--- config.mk ---
export PLATFORM = sky130hd
export DESIGN_NAME = registered_stream_mux
export DESIGN_NICKNAME = d
export VERILOG_FILES = /design/src/rtl/mux_pkg.sv /design/src/rtl/rr_arbiter.sv /design/src/rtl/registered_stream_mux.sv
export SDC_FILE = /design/constraint.sdc
export NUM_CORES = 1
export LEC_CHECK = 0
export ABC_AREA = 1
export ABC_CLOCK_PERIOD_IN_PS = 1510
export CORE_AREA = 2 2 39 41
export CTS_BUF_LIST = sky130_fd_sc_hd__clkbuf_4 sky130_fd_sc_hd__clkbuf_8
export CTS_CLUSTER_SIZE = 12
export DETAILED_ROUTE_END_ITERATION = 8
export DIE_AREA = 0 0 41 43
export DONT_BUFFER_PORTS = 1
export SLEW_MARGIN = 15
export SYNTH_ARGS = -nofsm -noshare
export SYNTH_HDL_FRONTEND = slang
export SYNTH_SLANG_ARGS = --single-unit
--- constraint.sdc ---
create_clock -name clk -period 1.51 [get_ports clk]
set_clock_uncertainty 0.1 [all_clocks]
set_input_delay 0.2265 -clock clk [delete_from_list [all_inputs] [get_ports clk]]
set_output_delay 0.2265 -clock clk [all_outputs]
set_load 0.01 [all_outputs]
--- src/rtl/mux_pkg.sv ---
// Shared constants and helpers for the registered stream mux family.
package mux_pkg;

  localparam int MODE_SELECT = 0;
  localparam int MODE_RR     = 1;

  // Smallest r with 2**r >= n; usable in parameter expressions.
  function automatic int clog2(input int n);
    int r;
    r = 0;
    for (int k = 0; k < 31; k++) begin
      if ((1 << k) < n) r = k + 1;
    end
    return r;
  endfunction

endpackage

--- src/rtl/rr_arbiter.sv ---
// Rotating-priority arbiter: first request at or above ptr wins, wrapping N_CH-1 -> 0.
module rr_arbiter
  import mux_pkg::*;
#(
  parameter int N_CH = 4,
  parameter int SW   = clog2(N_CH)
) (
  input  logic [N_CH-1:0] req,
  input  logic [SW-1:0]   ptr,
  output logic [N_CH-1:0] gnt,
  output logic [SW-1:0]   gnt_idx
);

  logic          found;
  logic [SW-1:0] idx;

  // N_CH is a power of two, so the SW-bit add wraps the search for free.
  always_comb begin
    gnt     = '0;
    gnt_idx = '0;
    found   = 1'b0;
    idx     = '0;
    for (int k = 0; k < N_CH; k++) begin
      idx = ptr + SW'(k);
      if (!found && req[idx]) begin
        gnt[idx] = 1'b1;
        gnt_idx  = idx;
        found    = 1'b1;
      end
    end
  end

endmodule

--- src/rtl/registered_stream_mux.sv ---
// N-to-1 valid/ready stream mux with a single registered output stage;
// channel chosen by explicit select (MODE 0) or round-robin arbitration (MODE 1).
module registered_stream_mux
  import mux_pkg::*;
#(
  parameter  int N_CH  = 4,
  parameter  int WIDTH = 1,
  parameter  int MODE  = 0,
  localparam int SW    = clog2(N_CH)
) (
  input  logic                  clk,
  input  logic                  rst_n,
  input  logic [N_CH*WIDTH-1:0] i,
  input  logic [N_CH-1:0]       i_valid,
  output logic [N_CH-1:0]       i_ready,
  input  logic [SW-1:0]         s,
  output logic [WIDTH-1:0]      out,
  output logic                  out_valid,
  output logic [SW-1:0]         out_ch,
  input  logic                  out_ready
);

  logic [WIDTH-1:0] out_q, out_d;
  logic             out_valid_q, out_valid_d;
  logic [SW-1:0]    out_ch_q, out_ch_d;
  logic [SW-1:0]    ptr_q, ptr_d;

  logic             load;
  logic [SW-1:0]    sel;
  logic [N_CH-1:0]  sel_oh;
  logic             xfer;
  logic [WIDTH-1:0] sel_data;

  assign load = !out_valid_q || out_ready;

  generate
    if (MODE == MODE_RR) begin : g_rr
      rr_arbiter #(.N_CH(N_CH), .SW(SW)) u_arb (
        .req     (i_valid),
        .ptr     (ptr_q),
        .gnt     (sel_oh),
        .gnt_idx (sel)
      );
    end else begin : g_sel
      assign sel    = s;
      assign sel_oh = N_CH'(1) << s;
    end
  endgenerate

  // Gating with rst_n keeps ready low for the whole reset window, not just after the edge.
  assign i_ready  = (rst_n && load) ? sel_oh : '0;
  assign xfer     = |(i_valid & i_ready);
  assign sel_data = i[32'(sel)*WIDTH +: WIDTH];

  always_comb begin
    out_valid_d = out_valid_q;
    out_d       = out_q;
    out_ch_d    = out_ch_q;
    ptr_d       = ptr_q;
    if (xfer) begin
      out_valid_d = 1'b1;
      out_d       = sel_data;
      out_ch_d    = sel;
      if (MODE == MODE_RR) ptr_d = sel + SW'(1);
    end else if (out_ready) begin
      out_valid_d = 1'b0;
    end
  end

  always_ff @(posedge clk or negedge rst_n) begin
    if (!rst_n) begin
      out_valid_q <= 1'b0;
      out_q       <= '0;
      out_ch_q    <= '0;
      ptr_q       <= '0;
    end else begin
      out_valid_q <= out_valid_d;
      out_q       <= out_d;
      out_ch_q    <= out_ch_d;
      ptr_q       <= ptr_d;
    end
  end

  assign out       = out_q;
  assign out_valid = out_valid_q;
  assign out_ch    = out_ch_q;

endmodule

==> results of run 1 <==
[worst max path at each step]
stage                  to  depth (start not counted)      start
2_1_floorplan  i_ready[0]                          3  out_valid
3_3_place_gp   i_ready[1]                          4  out_valid
3_5_place_dp   i_ready[1]                          4  out_valid
4_1_cts        i_ready[0]                          4  out_valid
5_1_grt        i_ready[1]                          4  out_valid
6_report       i_ready[1]                          4  out_valid
[registers in the layout (all words and copies together) (netlist names)]
register	cells
out_ch	2
out	1
out_valid	1
[cell type report]
| class | count | area, sq um |
|---|---|---|
| fillers | 150 | 1010 |
| repair buffers | 6 | 47.5 |
| multi-input cells | 31 | 160 |
| well taps | 16 | 20.0 |
| flip-flops and latches | 4 | 100 |
| inverters | 7 | 26.3 |
| clock buffers | 3 | 22.5 |
[critical path: cells and delay by family, from the launching register on]
family                 cells  cell delay (ns)
flip-flops                 1             0.38
buffers and inverters      2             0.22
AO/OA/AOI/OAI              1             0.16
AND/OR/NAND/NOR            1             0.11
[timing repair]
action	4_1_cts	5_1_grt
setup endpoints to repair	4	3
resized for setup	2	3
hold endpoints to repair	4	0
cloned	0	0
setup buffers	1	0
pin swaps	1	0
hold buffers	1	0
[placed cells by master, fill, tap and decap left out, drive strengths merged]
| master | count |
|---|---|
| nand2 | 15 |
| buf | 5 |
| nor2 | 5 |
| a21oi | 1 |
| nor3 | 3 |
| o21ai | 2 |
| nand4 | 3 |
| inv | 7 |
| dfrtp | 4 |
| nand3 | 2 |
| dlygate4sd3 | 1 |
| clkbuf | 3 |
[metal layers]
metal  wire [um]  track usage (%)  up-vias
li1            -                -      155
met1         287             12.7      126
met2         356             12.8       14
met3          99             5.24        0
met4           0             8.00        0
met5           0                0        -
[report_power, final]
group	internal (mW)	switching (mW)	leakage (nW)	total, mW
combinational	0.0346	0.0445	0.138	0.0791
clock	0.0887	0.0400	0.0138	0.129
sequential	0.131	0.0258	0.0498	0.157
[through the flow]
| step | power (mW) | setup TNS [ns] |
|---|---|---|
| 3_3_place_gp | 0.225 | 0 |
| 5_1_grt | 0.392 | -0.0315 |
| 2_1_floorplan | 0.203 | 0 |
| 4_1_cts | 0.374 | 0 |
| 3_5_place_dp | 0.227 | 0 |
| 6_report | 0.365 | 0 |
[kinds of logic (layout without fill, tap and decap cells)]
logic type,Yosys count,count (layout),synth area share [%]
AND/OR/NAND/NOR,28,28,47.2
buffers and inverters,7,16,9.81
flip-flops,4,4,37.4
AO/OA/AOI/OAI,3,3,5.61
==> flow_metrics.py, run 1 <==
metrics = {
    "synthesis": {
        "synth.top_cell.area_share_pct": 37.4,
        "syn_nets": 55,
        "synth.largest_area_cell": "dfrtp_1",
        "synth-edff-count": 0,
        "synth.most_common_cell": "nand2_1",
        "synthTopCellsByArea": "dfrtp_1 37%, nand2_1 18%, inv_1 9.8%, nand4_1 7.0%, nor3_1 5.6%",
        "synth_seq_cells": 4,
        "synth-seq-area-share_pct": 37.4,
        "synth_commonest_cells": "13 x nand2_1, 7 x inv_1, 4 x dfrtp_1, 4 x nor2_1",
        "synth_area_sq_um": 268,
        "synthFlopType": "dfrtp_1",
        "synthArstFlopShare_pct": 100,
        "yosysWarnings": 0,
        "yosysUniqueCellTypes": 11,
        "syn_avg_cell_area_sq_um": 6.38,
        "synth_cells": 42,
    },
    "critical_path": {
        "r2r-start": "out_valid",
        "cp-end-kind": "output port",
        "crit_fanout": 4,
        "worst_ep_arrival_time_ns": 1.10,
        "startpoint_type": "flop",
        "reg2regPathDepth": 7,
        "cp_cell_sequence": "a21oi_2, inv_2, nor3_2, buf_4",
        "reg2reg_slack_ns": 0.29,
        "slowest_delay_ns": 0.38,
        "r2r_end": "out",
        "cp.required_ns": 1.18,
        "path_class": "flop to output port",
        "critPathSlowestCell": "dfrtp_1",
    },
    "die": {
        "die-area_sq_um": 1760,
        "die_h_um": 43,
        "top_level_ports": 21,
        "fp.coreArea_sq_um": 1380,
        "rows": 14,
        "die_x_um": 41,
        "start_util_pct": 19.3,
    },
    "placement": {
        "placed_cells_incl_taps": 62,
        "portBuffers": 0,
        "gp_routability_congestion": 0.662,
        "place_ws_ns": 0.130,
        "placed_cell_area_sq_um": 318,
        "hpwl_um": 619,
    },
    "layout": {
        "final_cells": 67,
        "area_delta_synth_final_pct": 40.7,
        "drive_gt1_share_pct": 31.4,
        "final_core_util_pct": 27.2,
        "layout.nets": 66,
        "n_antenna_cell": 0,
        "fin_area_sq_um": 377,
    },
    "grt": {
        "grt_use_total_pct": 10.3,
        "grt_remaining_overflow": 0,
        "grt_pass1_wl_mm": 1.19,
        "antenna_found_initial": 0,
        "grt_pass1_vias": 293,
        "grt_max_degree": 8,
    },
    "routing": {
        "wl_per_cell_um": 11.1,
        "drc": 0,
        "ant_nets": 0,
        "routed_wl_um": 743,
        "dr.pass1.iters": 2,
        "vias": 295,
        "viasPerCell": 4.40,
        "drtIter0Drc": 3,
    },
    "timing": {
        "setup_viol": 0,
        "drv_slew": 0,
        "tightest_slew_ns": 0.224,
        "hold_violations": 0,
        "relSlewSlack_pct": 85.0,
        "timing.final.ws_setup_ns": 0.0849,
        "finalCritPeriodShare_pct": 94.4,
        "finalCriticalPeriod_ns": 1.43,
        "timing.fmax_ghz": 0.702,
        "rsz0062_at_grt": "yes",
        "whs_ns": 0.0432,
    },
    "clock_network": {
        "cts-root-buf": "clkbuf_4",
        "clk_latency_ns": 0.23,
        "cts_sinks": 4,
        "clockBufferDepth": 2,
        "cts_tree": "built",
        "cts_buffers": 3,
        "cts.clk_slew.worst_paths_ns": 0.04,
        "htree_levels": 1,
    },
    "power_and_ir_drop": {
        "power.leakage_nw": 0.202,
        "vdd_drop_max_v": 0.000455,
        "p_per_area_nw_per_um2": 969,
    },
    "min_path": {
        "hold_class": "input port to flop",
        "hold_path_depth": 2,
        "min-delay-start": "s[0]",
        "whs_endpoint": "out_ch[0]",
    },
    "flow_run": {
        "cap_violations": 0,
    },
    "outcome": {
        "status": "completed",
    },
}
Note: power is estimated with default switching activity, not from simulation.
==> inputs of run 2 (changes only) <==
--- a/constraint.sdc
+++ b/constraint.sdc
@@ -4,2 +4,2 @@
 set_output_delay 0.2265 -clock clk [all_outputs]
-set_load 0.01 [all_outputs]
+set_load 0.02 [all_outputs]
==> run 2 against run 1 <==
Compared with the run above:
- core utilization rose by 1.1 points
- non-clock buffer count up 2
- via count decreased by 1.4%
- first-iteration DRC count increased by 67%
- count of clock-buffer cells in the layout stayed put
- worst hold slack better by 0.0014 ns
- clock power is 4% higher
- setup slack got worse by 0.045 ns
- combinational power up 16%
- critical path depth unchanged
- critical endpoint unchanged
==> flow_metrics.py, run 2 (synthesis gave the netlist of run 1 again) <==
metrics = {
    "grt": {
        "grt_max_degree": 8,
        "grt_pass1_vias": 302,
        "grt_pass1_wl_mm": 1.18,
        "grt_use_total_pct": 10.6,
        "grt_remaining_overflow": 0,
        "antenna_found_initial": 0,
    },
    "layout": {
        "largest_reg_flops": 2,
        "final_cells": 69,
        "drive_gt1_share_pct": 34.0,
        "fin_area_sq_um": 392,
        "layout.nets": 68,
        "area_delta_synth_final_pct": 46.3,
        "final_common_cell": "nand2_1",
        "layout_common_cells": "13 x nand2_1, 7 x buf_4, 6 x inv_1",
        "n_antenna_cell": 0,
    },
    "clock_network": {
        "clk_latency_ns": 0.24,
        "htree_levels": 1,
        "clockBufferDepth": 2,
        "cts.clk_slew.worst_paths_ns": 0.04,
        "cts-root-buf": "clkbuf_4",
        "cts_buffers": 3,
        "cts_sinks": 4,
        "cts_tree": "built",
    },
    "routing": {
        "ant_nets": 0,
        "drtIter0Drc": 5,
        "vias": 291,
        "viasPerCell": 4.22,
        "dr.pass1.iters": 4,
        "wl_per_cell_um": 11.4,
        "routed_wl_um": 786,
        "drc": 0,
    },
    "timing": {
        "finalSetupTns_ns": 0,
        "timing.fmax_ghz": 0.680,
        "finalCritPeriodShare_pct": 97.4,
        "drv_slew": 0,
        "tightest_slew_ns": 0.219,
        "hold_violations": 0,
        "finalCriticalPeriod_ns": 1.47,
        "timing.final.ws_setup_ns": 0.0396,
        "rsz0062_at_grt": "yes",
        "setup_viol": 0,
        "relSlewSlack_pct": 85.4,
    },
    "critical_path": {
        "cp-end-kind": "output port",
        "worst-path-stages": 4,
        "worst-path-buf-inv": 2,
        "crit_fanout": 4,
        "reg2regPathDepth": 8,
        "cp_cell_sequence": "a21oi_2, inv_2, nor3_2, buf_4",
        "r2r_end": "out_ch[0]",
        "startpoint": "out_valid",
        "reg2reg_slack_ns": 0.16,
        "startpoint_type": "flop",
        "crit_family": "flip-flops",
        "crit_path_end": "i_ready[1]",
        "path_class": "flop to output port",
        "r2r-start": "out_valid",
        "worst_ep_arrival_time_ns": 1.14,
        "slowest_delay_ns": 0.39,
        "critPathSlowestCell": "dfrtp_1",
        "cp.required_ns": 1.18,
    },
    "power_and_ir_drop": {
        "vdd_drop_max_v": 0.000511,
        "switching_power_mw": 0.139,
        "power_frac_seq_pct": 43.2,
        "pwr-share-comb_pct": 23.0,
        "p_per_area_nw_per_um2": 1020,
        "sw_frac_of_total_pct": 34.9,
        "power.internal_mw": 0.259,
        "totalPowerFinal_mw": 0.398,
        "power.leakage_nw": 0.212,
        "clkPwrFrac_pct": 33.8,
    },
    "placement": {
        "hpwl_um": 606,
        "placed_cells_incl_taps": 64,
        "gp_routability_congestion": 0.685,
        "placed_cell_area_sq_um": 333,
        "portBuffers": 0,
        "place_ws_ns": 0.196,
    },
    "die": {
        "die_h_um": 43,
        "top_level_ports": 21,
        "fp.coreArea_sq_um": 1380,
        "start_util_pct": 19.3,
        "die-area_sq_um": 1760,
        "rows": 14,
        "die_x_um": 41,
    },
    "min_path": {
        "hold_class": "input port to flop",
    },
    "outcome": {
        "status": "completed",
    },
    "flow_run": {
        "cap_violations": 0,
    },
}
run 2: cell count changes in the layout (fill, tap and decap cells not counted):
cell	before	now
buf_4	5	7
run 2: repair_timing:
item,4_1_cts,5_1_grt
setup buffers,0,1
pin swaps,1,1
endpoints found under the hold margin,4,0
gates cloned,0,0
hold buffers,1,0
setup endpoints to repair,3,3
gates resized for setup,3,2
run 2: power groups by stage:
stage / combinational, mW / clock, mW / sequential [mW]
after global placement: 0.0801 / 0 / 0.172
after CTS: 0.0878 / 0.141 / 0.172
final: 0.0917 / 0.134 / 0.172
after floorplan: 0.0497 / 0 / 0.175
after global routing: 0.104 / 0.152 / 0.175
after detailed placement: 0.0795 / 0 / 0.173
run 2: area by class of cell:
class / instances / area (sq um)
inverters: 7 / 26.3
flip-flops and latches: 4 / 100
multi-input cells: 31 / 160
well taps: 16 / 20.0
fillers: 146 / 992
repair buffers: 8 / 62.6
clock buffers: 3 / 22.5
run 2: routing by layer:
layer	vias to the layer above	track usage, %	wire length, um
met5	-	0	0
li1	156	-	-
met1	117	11.4	287
met4	0	8.00	11
met3	2	7.85	128
met2	16	13.4	359
run 2: metrics by stage:
stage / hold slack [ns] / util (%)
after floorplan: -0.169 / -
after global placement: -0.169 / 24.1
after detailed placement: -0.169 / 24.1
after CTS: 0.0390 / 27.0
after global routing: 0.0393 / 28.3
final: 0.0446 / 28.3
run 2: worst register-to-register path, delay by kind of cell, from the launching register on:
family,cells,cell delay [ns]
AOI/OAI and AO/OA,1,0.18
buffers and inverters,2,0.22
DFF,1,0.39
and+or+nand+nor,5,0.34
run 2: worst min path at each step:
stage          depth (start not counted)         to  slack, ns   from
3_3_place_gp                           0        out      -0.17  rst_n
6_report                               2  out_ch[0]       0.04   s[0]
2_1_floorplan                          0        out      -0.17  rst_n
4_1_cts                                2  out_ch[0]       0.04   s[0]
3_5_place_dp                           0  out_ch[1]      -0.17  rst_n
5_1_grt                                2  out_ch[0]       0.04   s[0]
==> inputs of run 3 (changes only) <==
--- a/config.mk
+++ b/config.mk
@@ -15,2 +15,4 @@
 export DONT_BUFFER_PORTS = 1
+export HOLD_SLACK_MARGIN = 0.1
+export RECOVER_POWER = 25
 export SLEW_MARGIN = 15
==> constraint.sdc (replaced) <==
create_clock -name clk -period 1.51 [get_ports clk]
set_clock_uncertainty 0.1 [all_clocks]
set_input_delay 0.453 -clock clk [delete_from_list [all_inputs] [get_ports clk]]
set_output_delay 0.453 -clock clk [all_outputs]
set_load 0.02 [all_outputs]
==> run 3 against run 2 <==
Compared with the run above:
- the flow now finishes with violations (setup timing)
- die area stayed put
- register-to-register slack about the same
- first-iteration DRC count fell by 40%
- highest routed layer is now met3
- sequential power barely moved
- largest cell class unchanged
- maximum frequency shrank 12%
- critical path depth shrank 1
- wire length is 13% lower
- cell count decreased by 4.3%
- combinational power increased by 6.8%
- total power up 9.1%
- sequential cell count did not move
- clock power is 21% higher
==> flow_metrics.py, run 3 (synthesis gave the netlist of run 1 again) <==
metrics = {
    "outcome": {
        "status": "finished with violations",
        "violations": "setup timing",
    },
    "clock_network": {
        "cts-root-buf": "clkbuf_4",
        "cts_sinks": 4,
        "htree_levels": 1,
        "cts_buffers": 3,
        "cts_tree": "built",
        "clockBufferDepth": 2,
        "cts.clk_slew.worst_paths_ns": 0.04,
        "clk_latency_ns": 0.24,
    },
    "critical_path": {
        "startpoint_type": "flop",
        "worst_ep_arrival_time_ns": 1.12,
        "cp_cell_sequence": "a21oi_4, inv_4, nor3_4",
        "reg2regPathDepth": 8,
        "crit_fanout": 4,
        "cp.required_ns": 0.96,
        "path_class": "flop to output port",
        "slowest_delay_ns": 0.41,
        "critPathSlowestCell": "dfrtp_2",
        "cp-end-kind": "output port",
    },
    "layout": {
        "layout_common_cells": "13 x nand2_1, 4 x inv_1, 4 x clkbuf_4",
        "largest_reg_flops": 2,
        "fin_area_sq_um": 419,
        "drive_gt1_share_pct": 38.0,
        "final_cells": 66,
        "final_core_util_pct": 30.3,
        "layout.nets": 64,
        "area_delta_synth_final_pct": 56.5,
        "final_common_cell": "nand2_1",
        "n_antenna_cell": 0,
    },
    "grt": {
        "grt_pass1_wl_mm": 1.17,
        "grt_pass1_vias": 301,
        "grt_max_degree": 8,
        "grt_use_total_pct": 10.2,
        "grt_remaining_overflow": 0,
        "antenna_found_initial": 0,
    },
    "power_and_ir_drop": {
        "vdd_drop_max_v": 0.000449,
        "totalPowerFinal_mw": 0.434,
        "power.leakage_nw": 0.204,
        "p_per_area_nw_per_um2": 1040,
    },
    "timing": {
        "rsz0062_at_grt": "yes",
        "timing.final.ws_setup_ns": -0.159,
        "drv_slew": 0,
        "finalCriticalPeriod_ns": 1.67,
        "whs_ns": 0.275,
        "hold_violations": 0,
        "relSlewSlack_pct": 82.3,
        "finalSetupTns_ns": -0.553,
        "finalCritPeriodShare_pct": 110,
        "tightest_slew_ns": 0.265,
        "timing.fmax_ghz": 0.599,
        "setup_viol": 4,
    },
    "placement": {
        "place_ws_ns": -0.0607,
        "placed_cells_incl_taps": 59,
        "hpwl_um": 563,
        "gp_routability_congestion": 0.689,
        "placed_cell_area_sq_um": 359,
        "portBuffers": 0,
    },
    "die": {
        "die-area_sq_um": 1760,
        "die_x_um": 41,
        "start_util_pct": 19.3,
        "rows": 14,
        "die_h_um": 43,
        "top_level_ports": 21,
        "fp.coreArea_sq_um": 1380,
    },
    "routing": {
        "viasPerCell": 4.24,
        "drtIter0Drc": 3,
        "dr.pass1.iters": 4,
        "drc": 0,
        "routed_wl_um": 684,
        "vias": 280,
        "wl_per_cell_um": 10.4,
        "ant_nets": 0,
    },
    "min_path": {
        "hold_class": "input port to flop",
        "hold_path_depth": 2,
    },
    "flow_run": {
        "cap_violations": 0,
    },
}
[run 3: cell types whose count changed in the layout (fill, tap and decap cells not counted), sizes merged]
cell and delta:
buf -4, clkbuf +1
[run 3: cell type report]
cell class                      instances  area (sq um)
Clock buffer                            4          30.0
Fill cell                             145           965
Inverter                                7          41.3
Multi-Input combinational cell         31           194
Sequential cell                         4           101
Tap cell                               16          20.0
Timing Repair Buffer                    4          32.5
[run 3: final timing paths]
check	start	endpoint	slack (ns)
worst max-delay path	out_valid	i_ready[0]	-0.16
worst min-delay path	s[0]	out_ch[0]	0.28
worst max register to register	out_valid	out	0.15
worst min register to register	out_ch[1]	out_ch[1]	0.52
max in group asynchronous	rst_n	out_valid	0.73
min in group asynchronous	rst_n	out_ch[1]	0.39
[run 3: report_power, final]
part	internal, mW	switching [mW]
combinational	0.0397	0.0582
sequential	0.132	0.0419
clock	0.117	0.0453
[run 3: critical path, delay by kind of cell, from the launching register on]
kind / cells / cell delay, ns
compound gates: 1 / 0.16
buf+inv: 1 / 0.08
flops: 1 / 0.41
simple gates: 1 / 0.22
[run 3: what timing repair did]
| action | 4_1_cts | 5_1_grt |
|---|---|---|
| buffers inserted | 2 | 0 |
| endpoints found under the setup margin | 4 | 4 |
| hold buffers | 1 | 0 |
| hold endpoints to repair | 4 | 0 |
| pin swaps | 2 | 1 |
| gates resized for setup | 1 | 0 |
[run 3: per-layer routing]
layer  global-route usage [%]  vias to the layer above  share of wire (%)  wire (um)
met5                        0                        -                  0          0
met4                     2.00                        0                  0          0
met3                     9.42                        0                6.6         45
met2                     13.1                        7                 48        330
met1                     12.5                      121                 45        309
li1                         -                      152                  -          -
